**src/rtl/conv1_filter_engine_if.sv**
```systemverilog
// Bundle of every handshake and memory-port signal between the conv1 filter
// engine (master side) and its surroundings: window source, weight/bias
// memories and the activation writer (slave side).
interface conv1_filter_engine_if #(
    parameter int N_TAPS = 27
);
    logic                    weights_ready;
    logic                    win_valid;
    logic                    win_ready;
    logic [8*N_TAPS-1:0]     win_data;
    logic [9:0]              w_addr;
    logic signed [7:0]       w_data;
    logic [4:0]              b_addr;
    logic signed [7:0]       b_data;
    logic                    out_valid;
    logic                    out_ready;
    logic signed [7:0]       out_data;
    logic [4:0]              out_ch;
    logic                    out_last;

    modport master (
        input  weights_ready, win_valid, win_data, w_data, b_data, out_ready,
        output win_ready, w_addr, b_addr, out_valid, out_data, out_ch, out_last
    );

    modport slave (
        output weights_ready, win_valid, win_data, w_data, b_data, out_ready,
        input  win_ready, w_addr, b_addr, out_valid, out_data, out_ch, out_last
    );
endinterface

```
**src/rtl/conv1_filter_engine.sv**
```systemverilog
// First-layer 3x3x3 convolution stage: one latched 27-tap window, all filters
// computed one after another on a single MAC, with bias add, ReLU and int8
// requantisation, results streamed one channel at a time.
module conv1_filter_engine #(
    parameter int N_TAPS    = 27,
    parameter int N_FILT    = 28,
    parameter int FRAC_BITS = 6,
    parameter int ACC_W     = 24
) (
    input  logic                   clk,
    input  logic                   rst_n,
    conv1_filter_engine_if.master  bus
);
    localparam int A_W = 10;
    localparam int F_W = 5;
    localparam logic [4:0]     T_LAST = 5'(N_TAPS - 1);
    localparam logic [F_W-1:0] F_LAST = F_W'(N_FILT - 1);
    localparam logic [A_W-1:0] A_STEP = A_W'(N_FILT);

    typedef enum logic [1:0] {IDLE, MAC, FINAL, OUT} state_t;

    state_t                   state_q, state_d;
    logic [8*N_TAPS-1:0]      win_q, win_d;
    logic [4:0]               t_q, t_d;
    logic [F_W-1:0]           f_q, f_d;
    logic signed [ACC_W-1:0]  acc_q, acc_d;
    logic [A_W-1:0]           w_addr_q, w_addr_d;
    logic [F_W-1:0]           b_addr_q, b_addr_d;
    logic                     out_valid_q, out_valid_d;
    logic [7:0]               out_data_q, out_data_d;
    logic [F_W-1:0]           out_ch_q, out_ch_d;
    logic                     out_last_q, out_last_d;

    logic                     win_ready;
    logic                     win_fire;
    logic [4:0]               act_idx;
    logic signed [7:0]        act;
    logic signed [15:0]       prod;
    logic signed [ACC_W-1:0]  prod_ext;
    logic signed [ACC_W-1:0]  bias_ext;
    logic signed [ACC_W-1:0]  sum;
    logic signed [ACC_W-1:0]  shifted;
    logic [7:0]               relu_sat;

    assign win_ready = (state_q == IDLE) && bus.weights_ready;
    assign win_fire  = bus.win_valid && win_ready;

    // w_data lags w_addr by one cycle, so the MAC consumes the previous tap;
    // in FINAL the counter already sits on the last tap.
    assign act_idx  = (state_q == FINAL) ? t_q : ((t_q == 5'd0) ? 5'd0 : t_q - 5'd1);
    assign act      = win_q[8*act_idx +: 8];
    assign prod     = act * bus.w_data;
    assign prod_ext = {{(ACC_W-16){prod[15]}}, prod};
    assign bias_ext = {{(ACC_W-8-FRAC_BITS){bus.b_data[7]}}, bus.b_data, {FRAC_BITS{1'b0}}};
    assign sum      = acc_q + prod_ext + bias_ext;
    assign shifted  = sum >>> FRAC_BITS;
    // Negative -> 0; any magnitude bit above bit 6 -> saturate to 127.
    assign relu_sat = shifted[ACC_W-1]       ? 8'd0 :
                      (|shifted[ACC_W-2:7])  ? 8'd127 : {1'b0, shifted[6:0]};

    // State register.
    always_ff @(posedge clk or negedge rst_n) begin
        if (!rst_n) state_q <= IDLE;
        else        state_q <= state_d;
    end

    // Next-state logic.
    always_comb begin
        state_d = state_q;
        case (state_q)
            IDLE:    if (win_fire) state_d = MAC;
            MAC:     if (t_q == T_LAST) state_d = FINAL;
            FINAL:   state_d = OUT;
            OUT:     if (bus.out_ready) state_d = (f_q == F_LAST) ? IDLE : MAC;
            default: state_d = IDLE;
        endcase
    end

    // Datapath and output next values; OUT holds everything until out_ready.
    always_comb begin
        win_d       = win_q;
        t_d         = t_q;
        f_d         = f_q;
        acc_d       = acc_q;
        w_addr_d    = w_addr_q;
        b_addr_d    = b_addr_q;
        out_valid_d = out_valid_q;
        out_data_d  = out_data_q;
        out_ch_d    = out_ch_q;
        out_last_d  = out_last_q;
        case (state_q)
            IDLE: begin
                if (win_fire) begin
                    win_d    = bus.win_data;
                    t_d      = '0;
                    f_d      = '0;
                    acc_d    = '0;
                    w_addr_d = '0;
                    b_addr_d = '0;
                end
            end
            MAC: begin
                if (t_q != 5'd0) acc_d = acc_q + prod_ext;
                if (t_q != T_LAST) begin
                    t_d      = t_q + 5'd1;
                    w_addr_d = w_addr_q + A_STEP;
                end
            end
            FINAL: begin
                acc_d       = sum;
                out_data_d  = relu_sat;
                out_ch_d    = f_q;
                out_last_d  = (f_q == F_LAST);
                out_valid_d = 1'b1;
            end
            OUT: begin
                if (bus.out_ready) begin
                    out_valid_d = 1'b0;
                    out_last_d  = 1'b0;
                    if (f_q != F_LAST) begin
                        f_d      = f_q + 5'd1;
                        t_d      = '0;
                        acc_d    = '0;
                        w_addr_d = {5'd0, 5'(f_q + 5'd1)};
                        b_addr_d = f_q + 5'd1;
                    end
                end
            end
            default: ;
        endcase
    end

    // Datapath registers; reset abandons any window in flight.
    always_ff @(posedge clk or negedge rst_n) begin
        if (!rst_n) begin
            win_q       <= '0;
            t_q         <= '0;
            f_q         <= '0;
            acc_q       <= '0;
            w_addr_q    <= '0;
            b_addr_q    <= '0;
            out_valid_q <= 1'b0;
            out_data_q  <= '0;
            out_ch_q    <= '0;
            out_last_q  <= 1'b0;
        end else begin
            win_q       <= win_d;
            t_q         <= t_d;
            f_q         <= f_d;
            acc_q       <= acc_d;
            w_addr_q    <= w_addr_d;
            b_addr_q    <= b_addr_d;
            out_valid_q <= out_valid_d;
            out_data_q  <= out_data_d;
            out_ch_q    <= out_ch_d;
            out_last_q  <= out_last_d;
        end
    end

    assign bus.win_ready = win_ready;
    assign bus.w_addr    = w_addr_q;
    assign bus.b_addr    = b_addr_q;
    assign bus.out_valid = out_valid_q;
    assign bus.out_data  = out_data_q;
    assign bus.out_ch    = out_ch_q;
    assign bus.out_last  = out_last_q;
endmodule

```
**src/flat_wrapper.sv**
```systemverilog
// flat-port wrapper written by rule: the top's interface ports become plain ports
module conv1_filter_engine_flat 
#(
    parameter int N_TAPS    = 27,
    parameter int N_FILT    = 28,
    parameter int FRAC_BITS = 6,
    parameter int ACC_W     = 24
)
  (clk, rst_n, bus_weights_ready, bus_win_valid, bus_win_data, bus_w_data, bus_b_data, bus_out_ready, bus_win_ready, bus_w_addr, bus_b_addr, bus_out_valid, bus_out_data, bus_out_ch, bus_out_last);
  conv1_filter_engine_if #(.N_TAPS(N_TAPS)) bus_i ();
  input  logic clk;
  input  logic rst_n;
  input wire logic [$bits(bus_i.weights_ready)-1:0] bus_weights_ready;
  input wire logic [$bits(bus_i.win_valid)-1:0] bus_win_valid;
  input wire logic [$bits(bus_i.win_data)-1:0] bus_win_data;
  input wire logic [$bits(bus_i.w_data)-1:0] bus_w_data;
  input wire logic [$bits(bus_i.b_data)-1:0] bus_b_data;
  input wire logic [$bits(bus_i.out_ready)-1:0] bus_out_ready;
  output wire logic [$bits(bus_i.win_ready)-1:0] bus_win_ready;
  output wire logic [$bits(bus_i.w_addr)-1:0] bus_w_addr;
  output wire logic [$bits(bus_i.b_addr)-1:0] bus_b_addr;
  output wire logic [$bits(bus_i.out_valid)-1:0] bus_out_valid;
  output wire logic [$bits(bus_i.out_data)-1:0] bus_out_data;
  output wire logic [$bits(bus_i.out_ch)-1:0] bus_out_ch;
  output wire logic [$bits(bus_i.out_last)-1:0] bus_out_last;
  assign bus_i.weights_ready = bus_weights_ready;
  assign bus_i.win_valid = bus_win_valid;
  assign bus_i.win_data = bus_win_data;
  assign bus_i.w_data = bus_w_data;
  assign bus_i.b_data = bus_b_data;
  assign bus_i.out_ready = bus_out_ready;
  assign bus_win_ready = bus_i.win_ready;
  assign bus_w_addr = bus_i.w_addr;
  assign bus_b_addr = bus_i.b_addr;
  assign bus_out_valid = bus_i.out_valid;
  assign bus_out_data = bus_i.out_data;
  assign bus_out_ch = bus_i.out_ch;
  assign bus_out_last = bus_i.out_last;
  conv1_filter_engine #(.N_TAPS(N_TAPS), .N_FILT(N_FILT), .FRAC_BITS(FRAC_BITS), .ACC_W(ACC_W)) u_core (.clk(clk), .rst_n(rst_n), .bus(bus_i));
endmodule
```
**config.mk**
```make
export PLATFORM = sky130hd
export DESIGN_NAME = conv1_filter_engine_flat
export DESIGN_NICKNAME = d
export VERILOG_FILES = /design/src/rtl/conv1_filter_engine_if.sv /design/src/rtl/conv1_filter_engine.sv /design/src/flat_wrapper.sv
export SDC_FILE = /design/constraint.sdc
export NUM_CORES = 1
export LEC_CHECK = 0
export ABC_CLOCK_PERIOD_IN_PS = 10600
export BUFFER_PORTS_ARGS = -buffer_cell sky130_fd_sc_hd__buf_2
export CAP_MARGIN = 20
export CORE_MARGIN = 2
export CORE_UTILIZATION = 55
export CTS_CLUSTER_DIAMETER = 80
export CTS_CLUSTER_SIZE = 28
export DETAILED_ROUTE_END_ITERATION = 16
export GPL_ROUTABILITY_DRIVEN = 0
export PLACE_DENSITY = 0.77
export SETUP_SLACK_MARGIN = 0.5
export SYNTH_ARGS = -nofsm -noshare
export SYNTH_HDL_FRONTEND = slang
export SYNTH_SLANG_ARGS = --single-unit
```
**constraint.sdc**
```tcl
create_clock -name clk -period 10.6 [get_ports clk]
set_input_delay 1.59 -clock clk [delete_from_list [all_inputs] [get_ports clk]]
set_output_delay 1.59 -clock clk [all_outputs]
set_load 0.02 [all_outputs]
```
Word level (Yosys, flattened, before mapping)
Cells that the tools add are included.
Storage, ports and cells
  bits in registers: 277
  input bits: 237
  output and inout bits: 31
  logic and storage cells: 76
Operators by class
  add/subtract/negate cells: 6
  $mul: 1
  equal/unequal tests: 13
  shifts and indexed selects: 1
  multiplexer cells: 30
  reduce and logical (&&, ||, !) cells: 15
Operators by type and width (number)
  216-bit by 9-bit variable part select with 8-bit output: 1
  24-bit 2-to-1 mux: 4
  24-bit case mux with 4 select lines: 1
  10-bit 2-to-1 mux: 4
  5-bit 2-to-1 mux: 8
  10-bit case mux with 3 select lines: 1
  24-bit by 14-bit adder with 24-bit output: 1
  24-bit by 16-bit adder with 24-bit output: 1
  8-bit by 8-bit multiplier with 16-bit output: 1
  5-bit case mux with 3 select lines: 1
  11-bit OR reduction: 1
  10-bit by 5-bit adder with 10-bit output, second input constant: 1
  5-bit by 1-bit adder with 5-bit output, second input constant: 2
  5-bit == test, second input constant: 2
  2-bit by 1-bit inequality test with 1-bit output, second input constant: 5
  5-bit inequality test, second input constant: 2
  5-bit case mux with 2 select lines: 1
  8-bit 2-to-1 mux: 1
  2-bit case mux with 4 select lines: 1
  4-bit AND reduction: 2
  7-bit 2-to-1 mux: 1
  2-bit 2-to-1 mux: 3
  5-bit zero test: 1
  5-bit AND reduction: 1
  13 further kinds: 19

Longest topological paths before layout
  depth in word-level cells: 10
  mapped depth: 43
  depth with buffers taken out: 40

Worst setup path before layout
No wires, ideal clock.
  path type: register to register
  start: register u_core.state_q[0]
  end: register u_core.out_data_q[0] (netlist: u_core.bus.out_data[0])
  setup time: 140 ps
  arrival time: 9139 ps
  data required time: 10460 ps
  path slack: 1321 ps
  cell stages (with the launch flop): 34
  path buffers: 2
  period minus slack after synthesis: 9279 ps
  cells stage by stage: dfrtp_1 inv_1 ha_1 or3b_1 buf_2 o21ai_1 o22ai_1 a211oi_1 a211oi_1 a311oi_1 a21o_1 buf_4 and2_1 fa_1 fa_1 fa_1 fa_1 ha_1 ha_1 o21ai_0 nand2b_1 a21oi_1 a211oi_1 or3_1 xor2_1 ha_1 and3_1 and3_1 a211o_1 xor2_1 or4_4 nor3_2 nor4b_4 a211oi_1
Between the ends
  word-level cells in the longest chain between the ends: 9
Ends and longest elaborated chain
  start, declared: line conv1_filter_engine.sv:22  | state_t state_q, state_d;
  start signal, assigned: line conv1_filter_engine.sv:64  | else state_q <= state_d;
  2-bit == test (*): line conv1_filter_engine.sv:50, conv1_filter_engine.sv:91
  5-bit 2-to-1 mux: line conv1_filter_engine.sv:50  | assign act_idx = (state_q == FINAL) ? t_q : ((t_q == 5'd0) ? 5'd0 : t_q - 5'd1);
  216-bit by 9-bit variable part select with 8-bit output: line conv1_filter_engine.sv:51  | assign act = win_q[8*act_idx +: 8];
  8-bit by 8-bit multiplier with 16-bit output: line conv1_filter_engine.sv:52  | assign prod = act * bus.w_data;
  24-bit by 16-bit adder with 24-bit output: line conv1_filter_engine.sv:55  | assign sum = acc_q + prod_ext + bias_ext;
  24-bit by 14-bit adder with 24-bit output: line conv1_filter_engine.sv:55
  11-bit OR reduction: line conv1_filter_engine.sv:59  | (|shifted[ACC_W-2:7]) ? 8'd127 : {1'b0, shifted[6:0]};
  7-bit 2-to-1 mux: line conv1_filter_engine.sv:59
  8-bit 2-to-1 mux: line conv1_filter_engine.sv:58  | assign relu_sat = shifted[ACC_W-1] ? 8'd0 :
  end signal, assigned: line conv1_filter_engine.sv:154  | out_data_q <= out_data_d;
  end, declared: line conv1_filter_engine.sv:30  | logic [7:0] out_data_q, out_data_d;
Every way passes the cells marked *; elsewhere a longest branch is shown, timed or not.
A chain may end at the register's enable or synchronous reset.

Worst setup path in the final report
  start: register u_core.state_q[0]
  end: register u_core.out_data_q[4] (netlist: u_core.bus.out_data[4])
The elaborated chain is that of the path after synthesis.

==> qor.txt <==
Initial Utilization = 55.5%
post-synthesis sequential area ratio = 38.4%
final worst path period share = 90.0%
total count of max-transition violations in the final report = 0
total setup violations reported at the end of the flow = 0
die width = 185 um
async set-or-reset flop fraction in the synthesized netlist = 100%
most frequent standard cell in the layout excluding fill and tap cells = dfrtp_1
vias per cell = 5.86
cell area after synthesis = 18000 sq um
count of maximum capacitance violations = 0
total grt overflow = 0
distinct cell type count of the synthesized netlist = 80
first-pass GRT wire length = 76700 um
Hold Fails Final Rpt = 0
Arr. time, crit path = 9.93 ns
crit end category = flop
library cell used as clock root buffer = clkbuf_16
main flop type after synthesis = dfrtp_1
wire per inst = 20.6 um
Crit Path Max Fanout = 9
HPWL Detailed = 36900 um
area of the placeable core = 32400 sq um
number of iterations in the first detailed-routing pass = 7
post-synth net total = 2069
via count of the first global-routing pass = 14362
CTS tree = yes
final sum of negative setup slack = 0 ns
number of buffers inserted by port buffering = 266
final setup skew = 0.0302 ns
per-instance average area after synthesis = 10.9 sq um
Relative slew margins = 33.6%
net count reported at finish = 2327
Syn-to-layout area delta = 16.2%
latest clock arrival within the worst-skew pair = 0.54 ns
actual slew at the worst max-slew pin = 0.996 ns
synthesized instance count = 1643
All-Layer GR Usage = 29.1%
RSZ-0062 raised after global routing = no
total vias in the final route = 13862
kind of path behind the tightest hold check = flop to flop
clock-pin slew on the worst setup and hold paths = 0.11 ns
number of sinks handled by clock tree synthesis = 276
buffer levels on the longest clock path = 3
most frequent cells in the layout = 274 x dfrtp_1, 265 x buf_2, 223 x mux2_2
total routed wirelength = 48800 um
main area contributors after synthesis = dfrtp_1 38%, mux2_2 14%, fa_1 12%
FP Rows = 66
number of warnings issued by yosys = 0
number of antenna violations at the first check in global routing = 12
number of enable-type register cells in the synthesized netlist = 0
Clock H-tree levels = 1
cell type contributing the most total cell area after synthesis = dfrtp_1
number of routed nets with antenna violations = 0
area of the multi-input gates = 10500 sq um
share of the synthesized area in the top cell type = 38.4%
# DRC = 0
required time of the critical path = 10.99 ns
fraction of final layout cells with drive strength greater than 1 = 33.0%
I/O Pins = 268
Filler cells = 2570
floorplan die area = 34200 sq um
TritonCTS buffer count = 20
Worst path max stage delay = 0.54 ns
post-layout min period = 9.54 ns
pin count of the biggest net entering global routing = 128
number of DRC markers in iteration 0 = 950
Top cell by count, worst path = fa_1
die outline height = 185 um
critical path's slowest cell = fa_1
Critical Path Start Type = flop
category of the most critical setup path = flop to flop
post-layout util = 64.6%
number of synthesized register bits = 276
FMAX = 105 MHz
outcome = finished, final reports clean
count of hold buffers inserted by post-cts repair = 0
sequential cell area = 6910 sq um
[per-layer routing]
| metal | part of all wire [%] | vias to the layer above | global-route usage (%) |
|---|---|---|---|
| met1 | 40 | 6902 | 37.9 |
| met3 | 8.7 | 129 | 7.06 |
| met2 | 47 | 585 | 47.5 |
| met5 | 0.094 | - | 0 |
| li1 | - | 6238 | - |
| met4 | 3.8 | 8 | 11.1 |
[repair_timing]
action                     CTS  global route
setup buffers                3            11
pin swaps                    1             4
setup endpoints to repair    7            12
resized for setup            5            39
[stage by stage]
step           hold slack [ns]  cell area, sq um  setup slack, ns  instances
6_report                 0.503             20900             1.06       2366
5_1_grt                  0.529             20900            0.537       2362
4_1_cts                  0.503             20600            0.516       2344
3_5_place_dp             0.477             19800            0.371       2306
3_3_place_gp             0.458             19800            0.664       2306
2_1_floorplan            0.443             18000             1.32       1643
[registers in the layout, summed over array words and instances (netlist names)]
| register | flops |
|---|---|
| u_core.win_q | 216 |
| u_core.acc_q | 24 |
| u_core.bus.w_addr | 10 |
| u_core.bus.out_data | 7 |
| u_core.bus.out_ch | 5 |
| u_core.f_q | 5 |
| u_core.t_q | 5 |
| u_core.state_q | 2 |
| u_core.bus.out_last | 1 |
| u_core.bus.out_valid | 1 |
[logic make-up (layout without fill, tap and decap cells)]
| kind of cell | count (synthesis) | after routing | share of synthesized area [%] |
|---|---|---|---|
| buf+inv | 178 | 449 | 4.16 |
| fa+ha+maj | 189 | 189 | 17.5 |
| other cells | 1 | 11 | 0.0209 |
| mux | 244 | 244 | 15.7 |
| compound gates | 280 | 280 | 10.4 |
| xor+xnor | 50 | 50 | 2.48 |
| simple gates | 425 | 425 | 11.3 |
| flops | 276 | 276 | 38.4 |
[synth_stat cells, types with 4 or more instances]
master    number
inv_1        102
a21o_1        13
nor3_1        16
xnor2_1       33
o31ai_1        8
xor2_1        16
o21ai_0       67
buf_2         17
a32oi_1        4
fa_1         105
a221o_1        4
mux4_2         8
ha_1          84
nand4_1        6
o211ai_1       6
nor2_1        67
mux2_2       223
a22oi_1       13
buf_4          4
a221oi_1      11
and2_1        45
o21bai_1       4
a211oi_1      11
a21oi_1       59
clkbuf_1      45
a31oi_1       17
nand2b_1      17
nand3_1       59
o21a_1         7
or3_1          4
nand2_1      172
o21ai_1        6
and3_1        10
nor2b_1       12
a311oi_1       6
dfrtp_1      276
o22a_1         8
mux2i_1       13
[path summary, 6_finish.rpt]
check                                          start                     end  slack (ns)  cells after the start
worst min-delay path            u_core.bus.w_addr[1]    u_core.bus.w_addr[1]        0.50                      2
worst min register to register  u_core.bus.w_addr[1]    u_core.bus.w_addr[1]        0.50                      2
worst max-delay path               u_core.state_q[0]  u_core.bus.out_data[4]        1.06                     36
min in group asynchronous                      rst_n       u_core.win_q[107]        1.09                      1
max in group asynchronous                      rst_n           u_core.t_q[0]        6.94                      3
worst max register to register     u_core.state_q[0]  u_core.bus.out_data[4]        1.06                     36
[cell type report]
| class | count | share of cell area [%] |
|---|---|---|
| Inverter | 103 | 1.85 |
| Clock buffer | 22 | 2.58 |
| Multi-Input combinational cell | 1189 | 50.3 |
| Tap cell | 442 | 2.65 |
| Sequential cell | 276 | 33.1 |
| Clock inverter | 13 | 1.19 |
| Antenna cell | 10 | 0.120 |
| Timing Repair Buffer | 311 | 8.23 |
[worst max-delay path, delay by kind of cell (launching register included)]
| family | cells | cell delay (ns) |
|---|---|---|
| fa+ha+maj | 8 | 3.57 |
| compound gates | 15 | 2.66 |
| simple gates | 6 | 1.45 |
| mux | 2 | 0.72 |
| buf+inv | 4 | 0.45 |
| flops | 1 | 0.42 |
| xor+xnor | 1 | 0.08 |
Power is left out: the tool's default activity adds up to more than one toggle a clock period on the data nets, which glitch-free logic cannot reach.
